File: config.mk
export PLATFORM = sky130hd
export DESIGN_NAME = muldiv_ctrl_flat
export DESIGN_NICKNAME = d
export VERILOG_FILES = /design/src/rtl/muldiv_pkg.sv /design/src/rtl/muldiv_if.sv /design/src/rtl/muldiv_iter.sv /design/src/rtl/muldiv_ctrl.sv /design/src/flat_wrapper.sv
export SDC_FILE = /design/constraint.sdc
export NUM_CORES = 1
export LEC_CHECK = 0
export CAP_MARGIN = 30
export CORE_MARGIN = 5
export CORE_UTILIZATION = 50
export DETAILED_ROUTE_END_ITERATION = 10
export PLACE_DENSITY_LB_ADDON = 0.25
export SYNTH_ARGS = -nofsm -noshare
export SYNTH_HDL_FRONTEND = slang
export SYNTH_SLANG_ARGS = --single-unit
File: constraint.sdc
create_clock -name clk -period 6.4 [get_ports clk]
set_clock_uncertainty 0.15 [all_clocks]
set_input_delay 1.28 -clock clk [delete_from_list [all_inputs] [get_ports clk]]
set_output_delay 1.28 -clock clk [all_outputs]
set_load 0.1 [all_outputs]
File: src/rtl/muldiv_pkg.sv
// Shared types and constants for the multi-cycle multiply/divide unit.
package muldiv_pkg;

  localparam int MD_XLEN = 32;

  typedef enum logic [1:0] {
    IDLE = 2'd0,
    RUN  = 2'd1,
    FIX  = 2'd2
  } state_t;

  typedef enum logic [1:0] {
    MD_MULT  = 2'd0,
    MD_MULTU = 2'd1,
    MD_DIV   = 2'd2,
    MD_DIVU  = 2'd3
  } md_op_t;

endpackage

File: src/rtl/muldiv_if.sv
// EX-stage <-> muldiv unit signal bundle.
//
// Handshake: EX raises start (or mf_req / mt_req) and holds it, together with
// op and operands, while stall is high. The request is taken on the first
// rising edge where it is high, flush_ex is low and stall is low (unit idle).
// flush_ex squashes the request for that cycle. done pulses for one cycle
// after HI/LO are committed; at that point busy is already low.
interface muldiv_if #(parameter int XLEN = muldiv_pkg::MD_XLEN);
  import muldiv_pkg::*;

  logic            start;
  logic [1:0]      op;
  logic            flush_ex;
  logic            abort;
  logic [XLEN-1:0] rs_val;
  logic [XLEN-1:0] rt_val;
  logic            mf_req;
  logic [1:0]      mt_req;
  logic            busy;
  logic            stall;
  logic            done;
  logic [XLEN-1:0] hi;
  logic [XLEN-1:0] lo;
  state_t          dbg_state;

  modport master (
    output start, op, flush_ex, abort, rs_val, rt_val, mf_req, mt_req,
    input  busy, stall, done, hi, lo, dbg_state
  );

  modport slave (
    input  start, op, flush_ex, abort, rs_val, rt_val, mf_req, mt_req,
    output busy, stall, done, hi, lo, dbg_state
  );

endinterface

File: src/rtl/muldiv_iter.sv
// One iteration of the unsigned shift-add multiplier / restoring divider.
// acc layout: [2*XLEN:XLEN] upper (partial product / partial remainder),
//             [XLEN-1:0]    lower (multiplier bits / dividend -> quotient).
module muldiv_iter import muldiv_pkg::*; #(
  parameter int XLEN = MD_XLEN
) (
  input  logic [2*XLEN:0]  acc,
  input  logic [XLEN-1:0]  operand,
  input  logic             is_div,
  output logic [2*XLEN:0]  acc_next
);

  logic [XLEN:0]   sum;
  logic [XLEN:0]   trial;
  logic [2*XLEN:0] shl;

  // Multiply: add multiplicand on LSB, shift right. Divide: shift left, trial subtract.
  always_comb begin
    sum   = acc[2*XLEN:XLEN] + (acc[0] ? {1'b0, operand} : {(XLEN+1){1'b0}});
    shl   = {acc[2*XLEN-1:0], 1'b0};
    trial = shl[2*XLEN:XLEN] - {1'b0, operand};
    if (is_div) begin
      // Borrow out of the trial means the divisor did not fit: keep shifted value.
      if (trial[XLEN]) acc_next = shl;
      else             acc_next = {trial, shl[XLEN-1:1], 1'b1};
    end else begin
      acc_next = {1'b0, sum, acc[XLEN-1:1]};
    end
  end

endmodule

File: src/rtl/muldiv_ctrl.sv
// Multi-cycle MULT/MULTU/DIV/DIVU sequencer owning the architectural HI/LO.
// Operands are converted to magnitudes at launch, iterated XLEN times through
// muldiv_iter, then sign-corrected and committed in the FIX state.
module muldiv_ctrl import muldiv_pkg::*; #(
  parameter int XLEN  = MD_XLEN,
  parameter int CNT_W = 5
) (
  input logic     clk,
  input logic     rst_n,
  muldiv_if.slave bus
);

  state_t            state_q, state_d;
  logic [CNT_W-1:0]  cnt_q;
  logic [2*XLEN:0]   acc_q, acc_nx;
  logic [XLEN-1:0]   opnd_q, hi_q, lo_q;
  logic              is_div_q, neg_res_q, neg_rem_q, done_q;

  logic              busy, launch, mt_go, last_iter;
  logic              signed_op, div_zero;
  logic [XLEN-1:0]   rs_abs, rt_abs;
  logic [2*XLEN-1:0] prod_fix;
  logic [XLEN-1:0]   quo_fix, rem_fix;

  assign busy      = (state_q != IDLE);
  assign launch    = (state_q == IDLE) & bus.start & ~bus.flush_ex & ~bus.abort;
  // A simultaneous start always shadows an MT request.
  assign mt_go     = (state_q == IDLE) & ~bus.start & ~bus.flush_ex & (|bus.mt_req);
  assign last_iter = (cnt_q == CNT_W'(XLEN-1));
  assign signed_op = ~bus.op[0];
  // Divide by zero keeps the raw dividend so HI ends up as the original rs_val.
  assign div_zero  = bus.op[1] & (bus.rt_val == '0);
  assign rs_abs    = (signed_op & ~div_zero & bus.rs_val[XLEN-1]) ? -bus.rs_val : bus.rs_val;
  assign rt_abs    = (signed_op & bus.rt_val[XLEN-1]) ? -bus.rt_val : bus.rt_val;

  assign prod_fix  = neg_res_q ? -acc_q[2*XLEN-1:0] : acc_q[2*XLEN-1:0];
  assign quo_fix   = neg_res_q ? -acc_q[XLEN-1:0] : acc_q[XLEN-1:0];
  assign rem_fix   = neg_rem_q ? -acc_q[2*XLEN-1:XLEN] : acc_q[2*XLEN-1:XLEN];

  muldiv_iter #(.XLEN(XLEN)) u_iter (
    .acc      (acc_q),
    .operand  (opnd_q),
    .is_div   (is_div_q),
    .acc_next (acc_nx)
  );

  // State register.
  always_ff @(posedge clk or negedge rst_n) begin
    if (!rst_n) state_q <= IDLE;
    else        state_q <= state_d;
  end

  // Next-state logic: launch, XLEN iterations, one fix-up edge, abort to IDLE.
  always_comb begin
    state_d = state_q;
    case (state_q)
      IDLE:    if (launch) state_d = RUN;
      RUN:     if (bus.abort) state_d = IDLE;
               else if (last_iter) state_d = FIX;
      FIX:     state_d = IDLE;
      default: state_d = IDLE;
    endcase
  end

  // Datapath: operand latch, iteration, HI/LO commit and MTHI/MTLO writes.
  always_ff @(posedge clk or negedge rst_n) begin
    if (!rst_n) begin
      cnt_q     <= '0;
      acc_q     <= '0;
      opnd_q    <= '0;
      hi_q      <= '0;
      lo_q      <= '0;
      is_div_q  <= 1'b0;
      neg_res_q <= 1'b0;
      neg_rem_q <= 1'b0;
      done_q    <= 1'b0;
    end else begin
      done_q <= 1'b0;
      case (state_q)
        IDLE: begin
          if (launch) begin
            is_div_q  <= bus.op[1];
            neg_res_q <= signed_op & ~div_zero & (bus.rs_val[XLEN-1] ^ bus.rt_val[XLEN-1]);
            neg_rem_q <= signed_op & ~div_zero & bus.op[1] & bus.rs_val[XLEN-1];
            acc_q     <= {{(XLEN+1){1'b0}}, rs_abs};
            opnd_q    <= rt_abs;
            cnt_q     <= '0;
          end else if (mt_go) begin
            if (bus.mt_req[1]) hi_q <= bus.rs_val;
            if (bus.mt_req[0]) lo_q <= bus.rs_val;
          end
        end
        RUN: begin
          if (!bus.abort) begin
            acc_q <= acc_nx;
            if (!last_iter) cnt_q <= cnt_q + 1'b1;
          end
        end
        FIX: begin
          if (!bus.abort) begin
            if (is_div_q) begin
              lo_q <= quo_fix;
              hi_q <= rem_fix;
            end else begin
              hi_q <= prod_fix[2*XLEN-1:XLEN];
              lo_q <= prod_fix[XLEN-1:0];
            end
            done_q <= 1'b1;
          end
        end
        default: ;
      endcase
    end
  end

  assign bus.busy      = busy;
  assign bus.stall     = busy & (bus.start | bus.mf_req | (|bus.mt_req)) & ~bus.flush_ex;
  assign bus.done      = done_q;
  assign bus.hi        = hi_q;
  assign bus.lo        = lo_q;
  assign bus.dbg_state = state_q;

endmodule

File: src/flat_wrapper.sv
// flat-port wrapper written by rule: the top's interface ports become plain ports
module muldiv_ctrl_flat import muldiv_pkg::*;
#(
  parameter int XLEN  = MD_XLEN,
  parameter int CNT_W = 5
)
  (clk, rst_n, bus_start, bus_op, bus_flush_ex, bus_abort, bus_rs_val, bus_rt_val, bus_mf_req, bus_mt_req, bus_busy, bus_stall, bus_done, bus_hi, bus_lo, bus_dbg_state);
  muldiv_if #(.XLEN(XLEN)) bus_i ();
  input logic clk;
  input logic rst_n;
  input wire logic [$bits(bus_i.start)-1:0] bus_start;
  input wire logic [$bits(bus_i.op)-1:0] bus_op;
  input wire logic [$bits(bus_i.flush_ex)-1:0] bus_flush_ex;
  input wire logic [$bits(bus_i.abort)-1:0] bus_abort;
  input wire logic [$bits(bus_i.rs_val)-1:0] bus_rs_val;
  input wire logic [$bits(bus_i.rt_val)-1:0] bus_rt_val;
  input wire logic [$bits(bus_i.mf_req)-1:0] bus_mf_req;
  input wire logic [$bits(bus_i.mt_req)-1:0] bus_mt_req;
  output wire logic [$bits(bus_i.busy)-1:0] bus_busy;
  output wire logic [$bits(bus_i.stall)-1:0] bus_stall;
  output wire logic [$bits(bus_i.done)-1:0] bus_done;
  output wire logic [$bits(bus_i.hi)-1:0] bus_hi;
  output wire logic [$bits(bus_i.lo)-1:0] bus_lo;
  output wire logic [$bits(bus_i.dbg_state)-1:0] bus_dbg_state;
  assign bus_i.start = bus_start;
  assign bus_i.op = bus_op;
  assign bus_i.flush_ex = bus_flush_ex;
  assign bus_i.abort = bus_abort;
  assign bus_i.rs_val = bus_rs_val;
  assign bus_i.rt_val = bus_rt_val;
  assign bus_i.mf_req = bus_mf_req;
  assign bus_i.mt_req = bus_mt_req;
  assign bus_busy = bus_i.busy;
  assign bus_stall = bus_i.stall;
  assign bus_done = bus_i.done;
  assign bus_hi = bus_i.hi;
  assign bus_lo = bus_i.lo;
  assign bus_dbg_state = bus_i.dbg_state;
  muldiv_ctrl #(.XLEN(XLEN), .CNT_W(CNT_W)) u_core (.clk(clk), .rst_n(rst_n), .bus(bus_i));
endmodule
==> run_results.csv, run 1 <==
group,metric,value,unit
clocking,ctsLongestPathBuffers,2,
outcome,status,"finished clean",
critical_path,cp_slowest_cell,"o41ai_1",
timing,whs,0.330,ns
synthesis,syn-cell-area,14300,µm²
power,max-vdd-ir-drop,0.210,mV
cells_and_area,syn_to_final_growth,16.8,%
drt,topRoutingLayerUsed,"met4",
global_route,globalRouteOverflowTotal,0,
timing,min_period_over_period,77.9,%
cells_and_area,layout_commonest_cell,"nand2_1",
drt,wl_met1,20000,µm
critical_path,worst_ep_required_time,6.56,ns
drt,routed_wl,49100,µm
synthesis,syn_inst,1819,
timing,report.final.hold_viol_count,0,
placement,dp_hpwl,36500,µm
synthesis,synth_fp_nets,1966,
critical_path,start_kind,"register",
critical_path,cpPeakStageDelay,0.86,ns
job,maxCapViolCount,0,
cells_and_area,instances_no_fill,2300,
synthesis,synth_flop_cell,"dfrtp_1",
clocking,cts_setup_buffers,0,
floorplanning,ios,143,
drt,via_count,14300,
timing,finalCriticalPeriod,4.99,ns
timing,clock.fmax,201,MHz
timing,maxSlewHeadroom,30.7,%
global_route,grt_use_total,30.4,%
cells_and_area,num_antenna_cells,0,
critical_path,critPathMaxFanout,34,
synthesis,synth.yosys.seq_area_share,30.1,%
critical_path,cp_top_family,"compound AO/OA/AOI/OAI gates",
clocking,hold_buffers,0,
placement,io_buffers,142,
worst_hold_path,min_path_type,"reg -> reg",
synthesis,syn_area_per_cell,7.87,µm²
placement,place_inst,2269,
power,p_per_area,430,nW/µm²
clocking,post_cts_resized,0,
drt,post_drt_wl_per_cell,21.3,µm
critical_path,r2r_setup_slack,1.41,ns
synthesis,synth-seq-cells,172,
cells_and_area,layout_common_cells,"nand2_1, o21ai_0, dfrtp_1, a21oi_1, nor2_1",
drt,wl_met2,22500,µm
critical_path,path_class,"reg -> reg",
timing,slew_viol_final,0,
timing,rsz0062_at_grt,"false",
cells_and_area,fillCellCount,2655,
global_route,grt_pass1_wl,76300,µm
clocking,htree_levels,4,
critical_path,endpoint_kind,"register",
global_route,grt_pass1_vias,13800,
clocking,clock_sinks,172,
cells_and_area,fin_nets,2051,
floorplanning,die_x,179,µm
floorplanning,start_util,50.3,%
clocking,cts_tree,"yes",
placement,gp_congestion,0.989,
drt,dr_wl_met3,3840,µm
critical_path,crit_arrival,5.14,ns
floorplanning,dieArea,32100,µm²
global_route,antenna_found_initial,0,
clocking,clk_latency,0.44,ns
synthesis,ys_warn_count,0,
critical_path,cp_num_buf_inv,2,
cells_and_area,drive_above_1_share,4.59,%
floorplanning,rows,62,
critical_path,path_cells,"inv_1, ha_1, fa_1, nand2b_1, a21oi_1, o21ai_0, o41ai_1, nand3_1, a31oi_1, a21o_1, a21o_1, ha_1, buf_4, nand2_1, a2111oi_0, o41ai_1",
drt,ant_nets,0,
synthesis,synth_edf_count,0,
timing,worst_slew_pin_slew,1.03,ns
clocking,clkSlewWorstSetupHoldPaths,0.08,ns
drt,first_pass_iters,8,
timing,setup_viol,0,
synthesis,yosys.cell_types.count,77,
synthesis,ys_async_sr_fraction,100,%
power,p_leak,7.10,nW
global_route,grt_max_degree,97,
drt,drtIter0Drc,1354,
floorplanning,die_h,179,µm
timing,setup_tns,0,ns
timing,timing.final.ws_setup,1.41,ns
clocking,cts_buffers,17,
drt,vias_per_cell,6.20,
floorplanning,core_area,28500,µm²
placement,pre_cts_ws,1.66,ns
drt,drc,0,
clocking,cts-root-buf,"clkbuf_16",
[report_power, final]
group | internal, mW | switching (mW)
Clock | 0.605 | 0.525
Combinational | 1.50 | 2.73
Sequential | 1.36 | 0.472
Total | 3.47 | 3.72
[synth_stat cells, types with 11 or more instances]
| library cell | instances | area [µm²] |
|---|---|---|
| nor3_1 | 36 | 180 |
| o41ai_1 | 14 | 123 |
| xnor2_1 | 91 | 797 |
| ha_1 | 71 | 888 |
| inv_1 | 74 | 278 |
| nor2b_1 | 11 | 68.8 |
| o31ai_1 | 49 | 368 |
| xor2_1 | 83 | 727 |
| a21o_1 | 22 | 165 |
| and2_1 | 11 | 68.8 |
| mux2i_1 | 47 | 470 |
| nand4_1 | 11 | 68.8 |
| o21ai_0 | 188 | 941 |
| o211ai_1 | 13 | 97.6 |
| nand3_1 | 51 | 255 |
| nand2b_1 | 18 | 113 |
| clkbuf_1 | 91 | 342 |
| dfrtp_1 | 172 | 4300 |
| a211oi_1 | 16 | 120 |
| or3_1 | 19 | 119 |
| nand2_1 | 210 | 788 |
| o21a_1 | 11 | 82.6 |
| a31oi_1 | 11 | 68.8 |
| nor2_1 | 162 | 608 |
| o221ai_1 | 16 | 140 |
| nor4_1 | 16 | 100 |
| or4_1 | 14 | 105 |
| a21oi_1 | 161 | 806 |
[per-stage QoR]
step | area (µm²) | total power [mW] | utilization (%)
3_5_place_dp | 16100 | 5.99 | 56.6
5_1_grt | 16700 | 7.63 | 58.7
6_report | 16700 | 7.20 | 58.7
4_1_cts | 16700 | 7.12 | 58.7
2_1_floorplan | 14300 | 4.84 | -
3_3_place_gp | 16000 | 5.92 | 56.4
[final cells by class]
| type | count | area, µm² | area share (%) |
|---|---|---|---|
| timing repair buffer | 164 | 1640 | 9.83 |
| inverter | 76 | 285 | 1.71 |
| multi-input combinational | 1473 | 9400 | 56.2 |
| tap | 384 | 480 | 2.87 |
| clock buffer | 18 | 439 | 2.63 |
| sequential | 172 | 4310 | 25.7 |
| clock inverter | 13 | 173 | 1.03 |
[layer usage]
| metal | vias to the layer above | track usage (%) |
|---|---|---|
| met5 | - | 0 |
| li1 | 6709 | - |
| met2 | 705 | 49.7 |
| met3 | 140 | 5.02 |
| met1 | 6717 | 39.2 |
| met4 | 0 | 14.8 |
[final timing paths]
path / from / end / cells past startpoint
min in group asynchronous: rst_n / u_core.bus.lo[11]$_DFFE_PN0P_ / 1
min reg2reg: u_core.bus.lo[6]$_DFFE_PN0P_ / u_core.bus.lo[6]$_DFFE_PN0P_ / 2
max: u_core.acc_q[31]$_DFFE_PN0P_ / u_core.acc_q[60]$_DFFE_PN0P_ / 16
max reg2reg: u_core.acc_q[31]$_DFFE_PN0P_ / u_core.acc_q[60]$_DFFE_PN0P_ / 16
min: u_core.bus.lo[6]$_DFFE_PN0P_ / u_core.bus.lo[6]$_DFFE_PN0P_ / 2
max in group asynchronous: rst_n / u_core.is_div_q$_DFFE_PN0P_ / 2
[registers in the layout, summed over array words and instances, names as in the netlist]
signal / cells
u_core.bus.hi: 32
u_core.opnd_q: 32
u_core.bus.lo: 32
u_core.cnt_q: 5
u_core.bus.done: 1
u_core.neg_res_q: 1
u_core.is_div_q: 1
u_core.neg_rem_q: 1
u_core.bus.dbg_state: 2
u_core.acc_q: 65
[tightest hold or removal path, cell delays in order, from the launching register on]
cell,delay (ns)
dfrtp_1,0.35
nand2_1,0.05
o31ai_1,0.05
[cells by family after synthesis]
family	share of synthesized area, %
DFF	30.1
xor gates and xnor gates	10.6
AOI/OAI and AO/OA	25.0
buffers and inverters	4.59
adders and majority gates	6.49
muxes	3.52
and+or+nand+nor	19.7
Power figures use the tool's default switching activity.
==> inputs of run 2 (changes only) <==
Clock period 6.4 ns to 4.2 ns, I/O delays scaled along.
==> run 2 against run 1 <==
Net effect:
- sequential power grew 40%
- die area stayed put
- highest routed layer unchanged
- critical path depth rose by 1
- utilization up 1.5 points
- via count increased by 2.7%
- power increased by 57%
- flip-flop and latch count unchanged
- combinational power is 67% higher
- register-to-register slack worse by 1.2 ns
- design area up 2.6%
- global-route usage increased by 0.86 points
- hold slack worse by 0.060 ns
- largest cell class unchanged
==> run_results.csv, run 2 (same netlist as run 1, synthesis figures left out) <==
group,metric,value,unit
global_route,grt_max_degree,89,
timing,timing.final.ws_setup,0.206,ns
clocking,cts-root-buf,"clkbuf_16",
power,max-vdd-ir-drop,0.274,mV
timing,clock.fmax,250,MHz
drt,via_count,14700,
drt,drtIter0Drc,1455,
drt,ant_nets,0,
drt,wl_met1,21300,µm
timing,slew_viol_final,0,
drt,vias_per_cell,6.22,
clocking,cts_tree,"yes",
timing,setup_tns,0,ns
timing,rsz0062_at_grt,"false",
cells_and_area,top_register,"u_core.acc_q",
cells_and_area,syn_to_final_growth,19.8,%
timing,setup_viol,0,
placement,gp_congestion,1.01,
drt,first_pass_iters,8,
timing,maxSlewHeadroom,31.6,%
power,combinationalPowerShare,62.7,%
power,switching_share,51.7,%
job,maxCapViolCount,0,
cells_and_area,seqCellArea,4310,µm²
power,seqPwrFrac,22.7,%
floorplanning,ios,143,
outcome,status,"finished clean",
global_route,antenna_found_initial,0,
timing,min_period_over_period,95.1,%
floorplanning,core_area,28500,µm²
clocking,ctsLongestPathBuffers,2,
floorplanning,rows,62,
placement,pre_cts_ws,0.167,ns
cells_and_area,fin_nets,2108,
power,p_leak,7.39,nW
clocking,cts_setup_buffers,0,
cells_and_area,layout_common_cells,"nand2_1, o21ai_0, dfrtp_1, nor2_1, a21oi_1",
critical_path,start_kind,"register",
worst_hold_path,min_path_type,"in -> async",
clocking,clock_sinks,172,
floorplanning,die_x,179,µm
critical_path,worst_ep_required_time,4.35,ns
clocking,hold_buffers,0,
timing,report.final.hold_viol_count,0,
clocking,post_cts_resized,0,
placement,dp_hpwl,38300,µm
cells_and_area,layout_commonest_cell,"nand2_1",
critical_path,path_class,"reg -> reg",
clocking,htree_levels,4,
global_route,globalRouteOverflowTotal,0,
cells_and_area,fillCellCount,2612,
critical_path,endpoint_kind,"register",
floorplanning,die_h,179,µm
floorplanning,start_util,50.3,%
cells_and_area,num_antenna_cells,0,
drt,post_drt_wl_per_cell,21.4,µm
cells_and_area,largest_register_ffs,65,
timing,finalCriticalPeriod,3.99,ns
drt,routed_wl,50400,µm
floorplanning,dieArea,32100,µm²
placement,io_buffers,142,
clocking,cts_buffers,17,
timing,worst_slew_pin_slew,1.02,ns
drt,dr_wl_met3,3940,µm
power,internal_power,5.45,mW
clocking,clkSlewWorstSetupHoldPaths,0.09,ns
drt,wl_met2,23000,µm
global_route,grt_use_total,31.3,%
global_route,grt_pass1_wl,78800,µm
global_route,grt_pass1_vias,14100,
drt,topRoutingLayerUsed,"met4",
power,clkPwrFrac,14.6,%
cells_and_area,multi_input_area,9420,µm²
drt,drc,0,
critical_path,crit_arrival,4.14,ns
power,finalPower,11.3,mW
power,p_sw,5.84,mW
critical_path,critPathMaxFanout,28,
clocking,clk_latency,0.45,ns
power,p_per_area,658,nW/µm²
cells_and_area,drive_above_1_share,7.65,%
## run 2: area by class of cell
cell class,count,area share (%)
timing repair buffer,221,12.0
clock buffer,17,2.48
sequential,172,25.1
inverter,76,1.66
clock inverter,15,0.999
multi-input combinational,1473,54.9
tap,384,2.80
## run 2: worst max-delay path: stages (launching register included)
cell      delay [ns]
dfrtp_1         0.40
ha_1            0.24
fa_1            0.40
nand2b_1        0.18
a21oi_1         0.21
o21ai_1         0.17
o41ai_2         0.29
buf_4           0.19
nand3_1         0.09
a31oi_2         0.21
a21o_1          0.15
a21o_1          0.12
ha_2            0.32
buf_12          0.19
nand3_1         0.11
nor2_1          0.06
a221oi_1        0.23
o21ai_0         0.14
## run 2: power groups by stage
| stage | Combinational, mW | Sequential (mW) | Clock (mW) |
|---|---|---|---|
| 3_5_place_dp | 6.95 | 2.58 | 0 |
| 5_1_grt | 7.63 | 2.62 | 1.72 |
| 4_1_cts | 6.98 | 2.55 | 1.66 |
| 3_3_place_gp | 6.89 | 2.56 | 0 |
| 2_1_floorplan | 3.89 | 3.49 | 0 |
| 6_report | 7.08 | 2.56 | 1.64 |
## run 2: final timing paths
path                                                from                       endpoint  slack (ns)  cells after the start
setup / recovery            u_core.opnd_q[0]$_DFFE_PN0P_   u_core.acc_q[43]$_DFFE_PN0P_        0.21                     17
hold / removal                                     rst_n  u_core.bus.lo[11]$_DFFE_PN0P_        0.27                      1
setup reg to reg            u_core.opnd_q[0]$_DFFE_PN0P_   u_core.acc_q[43]$_DFFE_PN0P_        0.21                     17
hold reg to reg            u_core.opnd_q[16]$_DFFE_PN0P_  u_core.opnd_q[16]$_DFFE_PN0P_        0.33                      2
max in group asynchronous                          rst_n    u_core.cnt_q[4]$_DFFE_PN0P_        2.53                      3
min in group clk           u_core.opnd_q[16]$_DFFE_PN0P_  u_core.opnd_q[16]$_DFFE_PN0P_        0.33                      2
## run 2: metal layers
metal	vias up	global-route usage, %
met1	6953	41.9
met2	748	51.1
li1	6827	-
met4	0	12.6
met3	134	4.26
met5	-	0
## run 2: metrics by stage
step / instances / cell area, µm² / util [%] / hold WS [ns]
after global routing: 2358 / 17200 / 60.2 / 0.349
after CTS: 2358 / 17100 / 60.2 / 0.334
after floorplan: 1819 / 14300 / - / 0.295
final: 2358 / 17200 / 60.2 / 0.270
after detailed placement: 2326 / 16500 / 58.1 / 0.315
after global placement: 2325 / 16500 / 58.0 / 0.308
